**src/rtl/prog_loader.sv**
```systemverilog
// ============================================================================
// prog_loader
// ----------------------------------------------------------------------------
// Serial program loader. An external host frames a transfer with spi_cs_n
// and clocks bits in on spi_mosi (MSB first, sampled on spi_sck rising).
// The first byte of a frame is a header: upper nibble 4'hA marks a valid
// load and the lower nibble is the start address. Every following complete
// byte is written into the downstream instruction memory at consecutive
// addresses. The serial inputs are asynchronous to clk and pass through
// synchronizers. clk must run at least 4x faster than spi_sck.
//
// Parameters
//   ADDR_WIDTH   instruction-memory address width
//   DATA_WIDTH   instruction width / serial shift length
//   SYNC_STAGES  synchronizer depth on each serial input (must be >= 2)
//
// Ports
//   clk          system clock, rising-edge active
//   rst_n        asynchronous active-low reset
//   spi_cs_n     frame select from host, active low (asynchronous)
//   spi_sck      serial clock from host (asynchronous)
//   spi_mosi     serial data, MSB first (asynchronous)
//   wr_en        one-cycle instruction-memory write strobe
//   wr_addr      write address, valid with wr_en
//   wr_data      write data, valid with wr_en
//   load_active  high while a frame is in progress
//   load_done    one-cycle pulse at the end of a frame that wrote words
//                without error
//   load_err     sticky error flag, cleared when the next frame starts
//   word_count   words written in the current or last frame
// ============================================================================
module prog_loader #(
    parameter int ADDR_WIDTH  = 4,
    parameter int DATA_WIDTH  = 8,
    parameter int SYNC_STAGES = 2
) (
    input  logic                  clk,
    input  logic                  rst_n,
    input  logic                  spi_cs_n,
    input  logic                  spi_sck,
    input  logic                  spi_mosi,
    output logic                  wr_en,
    output logic [ADDR_WIDTH-1:0] wr_addr,
    output logic [DATA_WIDTH-1:0] wr_data,
    output logic                  load_active,
    output logic                  load_done,
    output logic                  load_err,
    output logic [ADDR_WIDTH:0]   word_count
);

    localparam int              BCNT_W    = $clog2(DATA_WIDTH);
    localparam logic [BCNT_W-1:0] BCNT_LAST = BCNT_W'(DATA_WIDTH - 1);
    localparam logic [3:0]      HDR_TAG   = 4'hA;

    typedef enum logic [1:0] {
        IDLE    = 2'd0,
        HEADER  = 2'd1,
        DATA    = 2'd2,
        DISCARD = 2'd3
    } state_t;

    // ------------------------------------------------------------------
    // Input synchronizers
    // ------------------------------------------------------------------
    logic [SYNC_STAGES-1:0] cs_sync;
    logic [SYNC_STAGES-1:0] sck_sync;
    logic [SYNC_STAGES-1:0] mosi_sync;
    logic [SYNC_STAGES-1:0] sync_vld;

    always_ff @(posedge clk or negedge rst_n) begin
        if (!rst_n) begin
            cs_sync   <= '1;
            sck_sync  <= '0;
            mosi_sync <= '0;
            sync_vld  <= '0;
        end else begin
            cs_sync   <= {cs_sync[SYNC_STAGES-2:0],   spi_cs_n};
            sck_sync  <= {sck_sync[SYNC_STAGES-2:0],  spi_sck};
            mosi_sync <= {mosi_sync[SYNC_STAGES-2:0], spi_mosi};
            sync_vld  <= {sync_vld[SYNC_STAGES-2:0],  1'b1};
        end
    end

    logic cs_s;
    logic sck_s;
    logic mosi_s;

    assign cs_s   = cs_sync[SYNC_STAGES-1];
    assign sck_s  = sck_sync[SYNC_STAGES-1];
    assign mosi_s = mosi_sync[SYNC_STAGES-1];

    // ------------------------------------------------------------------
    // Stage p0: edge detection on the synchronized signals
    // ------------------------------------------------------------------
    // armed stays low after reset until cs_n has genuinely been seen high,
    // so a frame already running when reset released is ignored and the
    // reset value of the cs_n synchronizer cannot fake a falling edge.
    logic armed;
    logic cs_last;
    logic sck_last;
    logic rise_vld_p0;
    logic cs_fall_p0;
    logic cs_rise_p0;
    logic mosi_p0;

    always_ff @(posedge clk or negedge rst_n) begin
        if (!rst_n) begin
            armed       <= 1'b0;
            cs_last     <= 1'b1;
            sck_last    <= 1'b0;
            rise_vld_p0 <= 1'b0;
            cs_fall_p0  <= 1'b0;
            cs_rise_p0  <= 1'b0;
        end else begin
            armed       <= armed | (sync_vld[SYNC_STAGES-1] & cs_s);
            cs_last     <= cs_s;
            sck_last    <= sck_s;
            // An sck edge landing in the same cycle cs_n rises is dropped:
            // cs_s is already high, so the frame end wins.
            rise_vld_p0 <= armed & ~cs_s & sck_s & ~sck_last;
            cs_fall_p0  <= armed & cs_last & ~cs_s;
            cs_rise_p0  <= armed & ~cs_last & cs_s;
        end
    end

    always_ff @(posedge clk) begin
        mosi_p0 <= mosi_s;
    end

    // ------------------------------------------------------------------
    // Stage p1: bit assembly
    // ------------------------------------------------------------------
    logic [BCNT_W-1:0]     bit_cnt;
    logic                  byte_vld_p1;
    logic                  cs_fall_p1;
    logic                  cs_rise_p1;
    logic [DATA_WIDTH-1:0] shift_p1;

    always_ff @(posedge clk or negedge rst_n) begin
        if (!rst_n) begin
            bit_cnt     <= '0;
            byte_vld_p1 <= 1'b0;
            cs_fall_p1  <= 1'b0;
            cs_rise_p1  <= 1'b0;
        end else begin
            byte_vld_p1 <= 1'b0;
            cs_fall_p1  <= cs_fall_p0;
            cs_rise_p1  <= cs_rise_p0;
            if (cs_fall_p0) begin
                bit_cnt <= '0;
            end else if (rise_vld_p0) begin
                if (bit_cnt == BCNT_LAST) begin
                    bit_cnt     <= '0;
                    byte_vld_p1 <= 1'b1;
                end else begin
                    bit_cnt <= bit_cnt + BCNT_W'(1);
                end
            end
        end
    end

    always_ff @(posedge clk) begin
        if (cs_fall_p0) begin
            shift_p1 <= '0;
        end else if (rise_vld_p0) begin
            shift_p1 <= {shift_p1[DATA_WIDTH-2:0], mosi_p0};
        end
    end

    logic [3:0]            hdr_tag;
    logic [ADDR_WIDTH-1:0] hdr_addr;

    assign hdr_tag  = shift_p1[DATA_WIDTH-1 -: 4];
    assign hdr_addr = shift_p1[ADDR_WIDTH-1:0];

    // ------------------------------------------------------------------
    // Stage p2: frame FSM and registered memory-write outputs
    // ------------------------------------------------------------------
    state_t                state, state_n;
    logic [ADDR_WIDTH-1:0] cur_addr, addr_n;
    logic                  addr_full, full_n;
    logic [ADDR_WIDTH:0]   count_n;
    logic                  err_n;
    logic                  wr_en_n;
    logic [ADDR_WIDTH-1:0] wr_addr_n;
    logic [DATA_WIDTH-1:0] wr_data_n;
    logic                  done_n;

    always_ff @(posedge clk or negedge rst_n) begin
        if (!rst_n) begin
            state      <= IDLE;
            cur_addr   <= '0;
            addr_full  <= 1'b0;
            word_count <= '0;
            load_err   <= 1'b0;
            wr_en      <= 1'b0;
            wr_addr    <= '0;
            wr_data    <= '0;
            load_done  <= 1'b0;
        end else begin
            state      <= state_n;
            cur_addr   <= addr_n;
            addr_full  <= full_n;
            word_count <= count_n;
            load_err   <= err_n;
            wr_en      <= wr_en_n;
            wr_addr    <= wr_addr_n;
            wr_data    <= wr_data_n;
            load_done  <= done_n;
        end
    end

    always_comb begin
        state_n   = state;
        addr_n    = cur_addr;
        full_n    = addr_full;
        count_n   = word_count;
        err_n     = load_err;
        wr_en_n   = 1'b0;
        wr_addr_n = wr_addr;
        wr_data_n = wr_data;
        done_n    = 1'b0;

        if (state != IDLE && cs_rise_p1) begin
            // Frame end takes priority; any partial byte is simply dropped
            // and wr_en_n stays low so no write coincides with the exit.
            state_n = IDLE;
            done_n  = (word_count != '0) && !load_err;
        end else begin
            unique case (state)
                IDLE: begin
                    if (cs_fall_p1) begin
                        state_n = HEADER;
                        addr_n  = '0;
                        full_n  = 1'b0;
                        count_n = '0;
                        err_n   = 1'b0;
                    end
                end
                HEADER: begin
                    if (byte_vld_p1) begin
                        if (hdr_tag == HDR_TAG) begin
                            state_n = DATA;
                            addr_n  = hdr_addr;
                        end else begin
                            state_n = DISCARD;
                            err_n   = 1'b1;
                        end
                    end
                end
                DATA: begin
                    if (byte_vld_p1) begin
                        if (addr_full) begin
                            // Top address already written: refuse to wrap.
                            state_n = DISCARD;
                            err_n   = 1'b1;
                        end else begin
                            wr_en_n   = 1'b1;
                            wr_addr_n = cur_addr;
                            wr_data_n = shift_p1;
                            count_n   = word_count + (ADDR_WIDTH + 1)'(1);
                            if (&cur_addr) begin
                                full_n = 1'b1;
                            end else begin
                                addr_n = cur_addr + ADDR_WIDTH'(1);
                            end
                        end
                    end
                end
                DISCARD: begin
                    state_n = DISCARD;
                end
                default: begin
                    state_n = IDLE;
                end
            endcase
        end
    end

    assign load_active = (state != IDLE);

endmodule

```
**config.mk**
```make
export PLATFORM = sky130hd
export DESIGN_NAME = prog_loader
export DESIGN_NICKNAME = d
export VERILOG_FILES = /design/src/rtl/prog_loader.sv
export SDC_FILE = /design/constraint.sdc
export NUM_CORES = 1
export LEC_CHECK = 0
export ABC_AREA = 1
export CAP_MARGIN = 20
export CELL_PAD_IN_SITES_DETAIL_PLACEMENT = 1
export CELL_PAD_IN_SITES_GLOBAL_PLACEMENT = 2
export CORE_MARGIN = 8
export CORE_UTILIZATION = 35
export CTS_CLUSTER_SIZE = 10
export DETAILED_ROUTE_END_ITERATION = 12
export GPL_TIMING_DRIVEN = 0
export PLACE_DENSITY = 0.9
export SLEW_MARGIN = 10
export SYNTH_ARGS = -nofsm -noshare
export SYNTH_HDL_FRONTEND = slang
export SYNTH_SLANG_ARGS = --single-unit
```
**constraint.sdc**
```tcl
create_clock -name clk -period 1.9 [get_ports clk]
set_input_delay 0.285 -clock clk [delete_from_list [all_inputs] [get_ports clk]]
set_output_delay 0.285 -clock clk [all_outputs]
set_load 0.01 [all_outputs]
```
==> results by group, run 1 <==
Run status
  • Status: finished, final reports clean

Timing
  • Fin Hold WS: 0.353 ns
  • Tmin final: 1.72 ns
  • Fin. max-slew vios: 0
  • Period utilization: 90.5%
  • Final WS setup: 0.180 ns
  • RSZ-0062 raised after global routing: false
  • Max Fclk: a little under 0.6 GHz
  • Final hold vios: 0
  • Final Setup Violations: 0
  • Clock skew: 0.00643 ns

Critical path
  • Critical path fanouts, max: 10
  • Largest delay share family, worst path: simple AND/OR/NAND/NOR gates
  • Reg-to-Reg Start: state[1]$_DFFE_PN0P_
  • Crit path depth: 10
  • Worst EP arrival: 1.94 ns
  • Critical path endpoint category: register
  • Crit-path cells: buf_4 > ha_1 > buf_6 > nand2_4 > inv_2 > nor2_1 > nand2_2 > nor2_4 > nand2_1 > o21ai_0
  • Buf+Inv Stages, Crit Path: 3
  • R2R setup slack: roughly 0.18 ns
  • Critical Path RT: 2.12 ns
  • R2R depth: 10
  • Worst r2r dst: cur_addr[1]$_DFFE_PN0P_
  • Slowest CP cell: dfrtp_1
  • Crit path to: cur_addr[1]$_DFFE_PN0P_
  • CP peak stage delay: 0.41 ns
  • Worst Setup SP: state[1]$_DFFE_PN0P_
  • CP Class: register to register
  • Startpoint types: register

Yosys
  • Syn Std Cell Area: ~2300 um2
  • Cells after Synth: 242
  • Yosys cell types: 30
  • Seq/Total Area, Yosys: 58.7%
  • Syn_nets: 257
  • #FFs+latches synth: 56
  • Yosys warns: 0
  • Synthesized area per cell: roughly 9.6 um2

Route
  • Via density: about 4.8
  • 1st-pass router iterations: 4
  • 1st-iter DRT viols: between 40 and 50
  • Drt drc: 0
  • Final WL: 4970 um
  • Antenna Violating Nets Remaining: 0
  • Drt wl/cell: 14.0 um
  • Vias: between 1500 and 2000

Layout
  • Commonest non-fill, non-tap cell in the layout: nand2_1
  • Diodes inserted: 0
  • Most frequent cells in the layout: nand2_1 (51), dfrtp_1 (44), inv_1 (33), o21ai_0 (23), clkdlybuf4s50_1 (23)
  • Share of layout cells above drive strength 1: 11.5%
  • Synth-to-Final Area Change: 20.8%
  • Nets: roughly 290

Floorplan
  • Die area: 9480 um2
  • Starting Density: between 30% and 40%
  • Die height: between 90 and 100 um
  • Core ar.: about 6400 um2
  • I/O pin cnt: 26
  • Die Wd: ~100 um
  • Std cell rows: 29

Placed design
  • GP Congestion: ~0.74
  • Worst slack, placed: 0.184 ns
  • Detailed Place HPWL: 3740 um
  • Port buffer count: 25

GRT
  • First-pass GRT wire length: 8550 um
  • Vias in the first global route: 1757
  • Largest net degree at the start of global routing: 32
  • GR Overflow Total: 0
  • All-Layer GR Usage: 10.8%
  • Initial antenna violation count: 0

Min path
  • WHS Path Cells: 0
  • Path category of the worst min-delay check: register to register

Clocking
  • Clock Path Buffers: 2
  • Clk Latency, worst-skew pair: 0.31 ns
  • Clock buffer count from CTS: 5
  • Clock sinks: 56
  • CTS H-Tree Depth: 2
  • TritonCTS clock tree: done
  • Clock root buffer: clkbuf_8
  • Clock transition at the registers of the reported paths: 0.11 ns

Power
  • IR drop worst, VDD: between 0.0005 and 0.0006 V
  • PD cells: 1070 nW/um2
  • P_leak: 1.31 nW
  • Power Total: a little under 3 mW

Run
  • Max-capacitance violation count: 0
## worst min-delay path by stage
stage / slack, ns / to / start
floorplan: -0.01 / addr_full$_DFFE_PN0P_ / rst_n
global placement: 0.33 / mosi_p0$_DFF_P_ / mosi_sync[1]$_DFF_PN0_
detailed placement: 0.24 / wr_addr[1]$_DFFE_PN0P_ / rst_n
CTS: 0.36 / cs_sync[0]$_DFF_PN1_ / spi_cs_n
global route: 0.36 / cs_sync[0]$_DFF_PN1_ / spi_cs_n
finish: 0.35 / mosi_p0$_DFF_P_ / mosi_sync[1]$_DFF_PN0_
## cell usage after synthesis
master | count | share of area (%)
a21oi_1 | 2 | 0.43
a22oi_1 | 1 | 0.32
a311oi_1 | 1 | 0.38
buf_2 | 2 | 0.43
buf_6 | 1 | 0.49
clkbuf_2 | 1 | 0.22
conb_1 | 1 | 0.16
dfrtp_1 | 44 | 48
dfstp_2 | 3 | 3.4
dfxtp_1 | 9 | 7.8
ha_1 | 10 | 5.4
inv_1 | 33 | 5.3
inv_2 | 2 | 0.32
nand2_1 | 51 | 8.3
nand2_2 | 1 | 0.27
nand2_4 | 2 | 0.97
nand3_1 | 15 | 3.2
nand3_2 | 1 | 0.43
nand4_1 | 1 | 0.27
nor2_1 | 15 | 2.4
nor2_2 | 3 | 0.81
nor2_4 | 2 | 0.97
nor3_1 | 1 | 0.22
o21a_1 | 1 | 0.32
o21ai_0 | 23 | 5.0
o21ai_1 | 2 | 0.43
o21bai_1 | 1 | 0.32
o22ai_1 | 8 | 2.2
or2_2 | 2 | 0.54
xor2_1 | 3 | 1.1
## report_power, final
group | internal, mW | switching (mW) | total, mW
Sequential | 1.28 | 0.0653 | 1.34
Combinational | 0.349 | 0.598 | 0.947
Clock | 0.272 | 0.418 | 0.690
## metal layers
metal | vias to the layer above | track usage, % | share of wire, %
met4 | 0 | 3.15 | 0.91
met1 | 840 | 12.6 | 46
met3 | 5 | 2.84 | 3.0
met5 | - | 0 | 0
met2 | 13 | 19.0 | 50
li1 | 847 | - | -
## worst register-to-register path, cell delays in order (launching register included)
cell	delay, ns
dfrtp_1	0.41
buf_4	0.15
ha_1	0.22
buf_6	0.16
nand2_4	0.05
inv_2	0.05
nor2_1	0.15
nand2_2	0.10
nor2_4	0.16
nand2_1	0.07
o21ai_0	0.10
## kinds of logic (layout without fill, tap and decap cells)
logic type,count (synthesis),count (layout),share of synthesized area (%)
AO/OA/AOI/OAI,39,39,9.35
AND/OR/NAND/NOR,94,94,18.4
flip-flops,56,56,58.7
buffers and inverters,39,76,6.81
adder cells (fa/ha/maj),10,10,5.40
other,1,1,0.162
XOR/XNOR,3,3,1.13
## metrics by stage
| stage | TNS (ns) | cells | area [um2] | utilization, % |
|---|---|---|---|---|
| after global placement | -35.78 | 344 | 2660 | 41.7 |
| after floorplan | 0 | 242 | 2320 | - |
| final | 0 | 356 | 2800 | 43.8 |
| after detailed placement | 0 | 345 | 2680 | 41.9 |
| after global routing | 0 | 356 | 2800 | 43.8 |
| after CTS | 0 | 356 | 2800 | 43.8 |
## registers in the layout (all words and copies together) (netlist names), 3 cells and up
signal	count
bit_cnt	3
cur_addr	4
shift_p1	8
word_count	5
wr_addr	4
wr_data	8
## what timing repair did
action,CTS,global route
gates resized for setup,1,0
setup endpoints to repair,1,0
hold buffers,1,0
hold endpoints to repair,16,0
setup buffers,2,0
## area by class of cell
class,count,area [um2]
clock buffers,5,68.8
well taps,77,96.3
plain buffers,4,26.3
multi-input cells,147,798
flip-flops and latches,56,1360
repair buffers,29,289
clock inverters,3,27.5
inverters,35,131
fillers,733,3590
No activity file was read; power rests on OpenSTA's default activity.
==> inputs of run 2 (changes only) <==
GPL_TIMING_DRIVEN = 1   (was 0)
==> run 2 against run 1 <==
  * Die area stayed put
  * Flip-flop and latch count is the same
  * Register-to-register slack is essentially flat
  * Final cell count is 0.28% lower
  * Design area increased by 1.1%
  * Setup slack better by 0.0071 ns
  * Total power is 5.5% higher
  * Largest power group unchanged
==> results by group, run 2 (synthesis results as in run 1) <==
Run status
  • Status: finished, final reports clean

Critical path
  • CP Class: register to register
  • Critical Path RT: 2.10 ns
  • Worst EP arrival: 1.91 ns
  • Critical path endpoint category: register
  • Critical path fanouts, max: 8
  • Startpoint types: register

Route
  • Via density: 4.70
  • 1st-pass router iterations: 4
  • Drt drc: 0
  • Antenna Violating Nets Remaining: 0
  • Vias: between 1500 and 2000
  • Final WL: approximately 4800 um
  • 1st-iter DRT viols: 45
  • Drt wl/cell: 13.4 um

Layout
  • Largest registers: shift_p1 x8, wr_data x8, word_count x5
  • Diodes inserted: 0
  • Nets: 292
  • Synth-to-Final Area Change: 22.1%
  • Share of layout cells above drive strength 1: 11.2%
  • Commonest non-fill, non-tap cell in the layout: nand2_1
  • Most frequent cells in the layout: nand2_1 (51), dfrtp_1 (44), inv_1 (33), o21ai_0 (23), clkdlybuf4s50_1 (23)

Floorplan
  • Die height: 97.3 um
  • Starting Density: 36.3%
  • Die Wd: 97.3 um
  • Std cell rows: 29
  • Die area: 9480 um2
  • Core ar.: 6390 um2
  • I/O pin cnt: 26

GRT
  • First-pass GRT wire length: 8530 um
  • Largest net degree at the start of global routing: 48
  • GR Overflow Total: 0
  • Vias in the first global route: 1812
  • All-Layer GR Usage: 10.8%
  • Initial antenna violation count: 0

Timing
  • Setup TNS: 0 ns
  • Max Fclk: slightly below 0.6 GHz
  • Fin. max-slew vios: 0
  • Final Setup Violations: 0
  • RSZ-0062 raised after global routing: false
  • Clock skew: roughly 0.0048 ns
  • Period utilization: 90.2%
  • Final hold vios: 0
  • Tmin final: 1.71 ns

Clocking
  • Clock transition at the registers of the reported paths: 0.09 ns
  • Clock root buffer: clkbuf_8
  • CTS H-Tree Depth: 2
  • TritonCTS clock tree: done
  • Clock buffer count from CTS: 5
  • Clock sinks: 56
  • Clk Latency, worst-skew pair: 0.31 ns
  • Clock Path Buffers: 2

Power
  • IR drop worst, VDD: 0.000448 V
  • Power Total: 3.15 mW
  • PD cells: around 1100 nW/um2
  • P_leak: about 1.3 nW

Run
  • Max-capacitance violation count: 0

Placed design
  • Detailed Place HPWL: 3400 um
  • Port buffer count: 25
  • GP Congestion: 0.817

Min path
  • Path category of the worst min-delay check: register to register
run 2: what timing repair did:
item / CTS / global route
endpoints found under the hold margin: 44 / 0
endpoints found under the setup margin: 1 / 5
setup buffers: 2 / 0
hold buffers: 1 / 0
gates resized for setup: 1 / 1
run 2: worst paths after layout:
path                                               end  slack, ns  cells past startpoint             startpoint
worst max-delay path              load_err$_DFFE_PN0P_       0.19                      9   state[1]$_DFFE_PN0P_
worst min-delay path             sck_sync[1]$_DFF_PN0_       0.36                      0  sck_sync[0]$_DFF_PN0_
worst max register to register    load_err$_DFFE_PN0P_       0.19                      9   state[1]$_DFFE_PN0P_
worst min register to register   sck_sync[1]$_DFF_PN0_       0.36                      0  sck_sync[0]$_DFF_PN0_
max in group asynchronous         cs_sync[1]$_DFF_PN1_       1.11                      3                  rst_n
min in group asynchronous       wr_addr[1]$_DFFE_PN0P_       0.50                      3                  rst_n
run 2: critical path: stages (launching register included):
cell,delay (ns)
dfrtp_1,0.40
buf_4,0.15
ha_2,0.23
buf_4,0.18
nor2_2,0.09
nor2_2,0.05
nor2_2,0.13
nand2_1,0.13
o21ai_0,0.19
nand2_1,0.07
run 2: routing by layer:
layer,part of all wire [%],wire (um),GRT usage (%)
met3,2.9,139,2.84
met5,0,0,0
met1,46,2180,12.3
met2,50,2390,18.8
met4,1.1,52,4.31
run 2: power by group:
part | internal (mW) | switching [mW]
logic | 0.356 | 0.594
registers | 1.28 | 0.0672
clock network | 0.474 | 0.375
total | 2.11 | 1.04
run 2: per-stage QoR:
step / worst slack, ns / hold WS, ns / cells / area [um2] / util, %
floorplan: 0.443 / -0.0106 / 242 / 2320 / -
global placement: 0.234 / 0.286 / 344 / 2670 / 41.9
detailed placement: 0.116 / 0.291 / 344 / 2670 / 41.9
CTS: 0.0770 / 0.360 / 355 / 2830 / 44.2
global route: 0.0753 / 0.360 / 355 / 2830 / 44.3
finish: 0.187 / 0.356 / 355 / 2830 / 44.3
run 2: final cells by class:
type | instances | area (um2)
Fill cell | 738 | 3560
Sequential cell | 56 | 1360
Clock inverter | 1 | 30.0
Tap cell | 77 | 96.3
Inverter | 35 | 131
Multi-Input combinational cell | 147 | 801
Clock buffer | 7 | 97.6
Timing Repair Buffer | 32 | 312
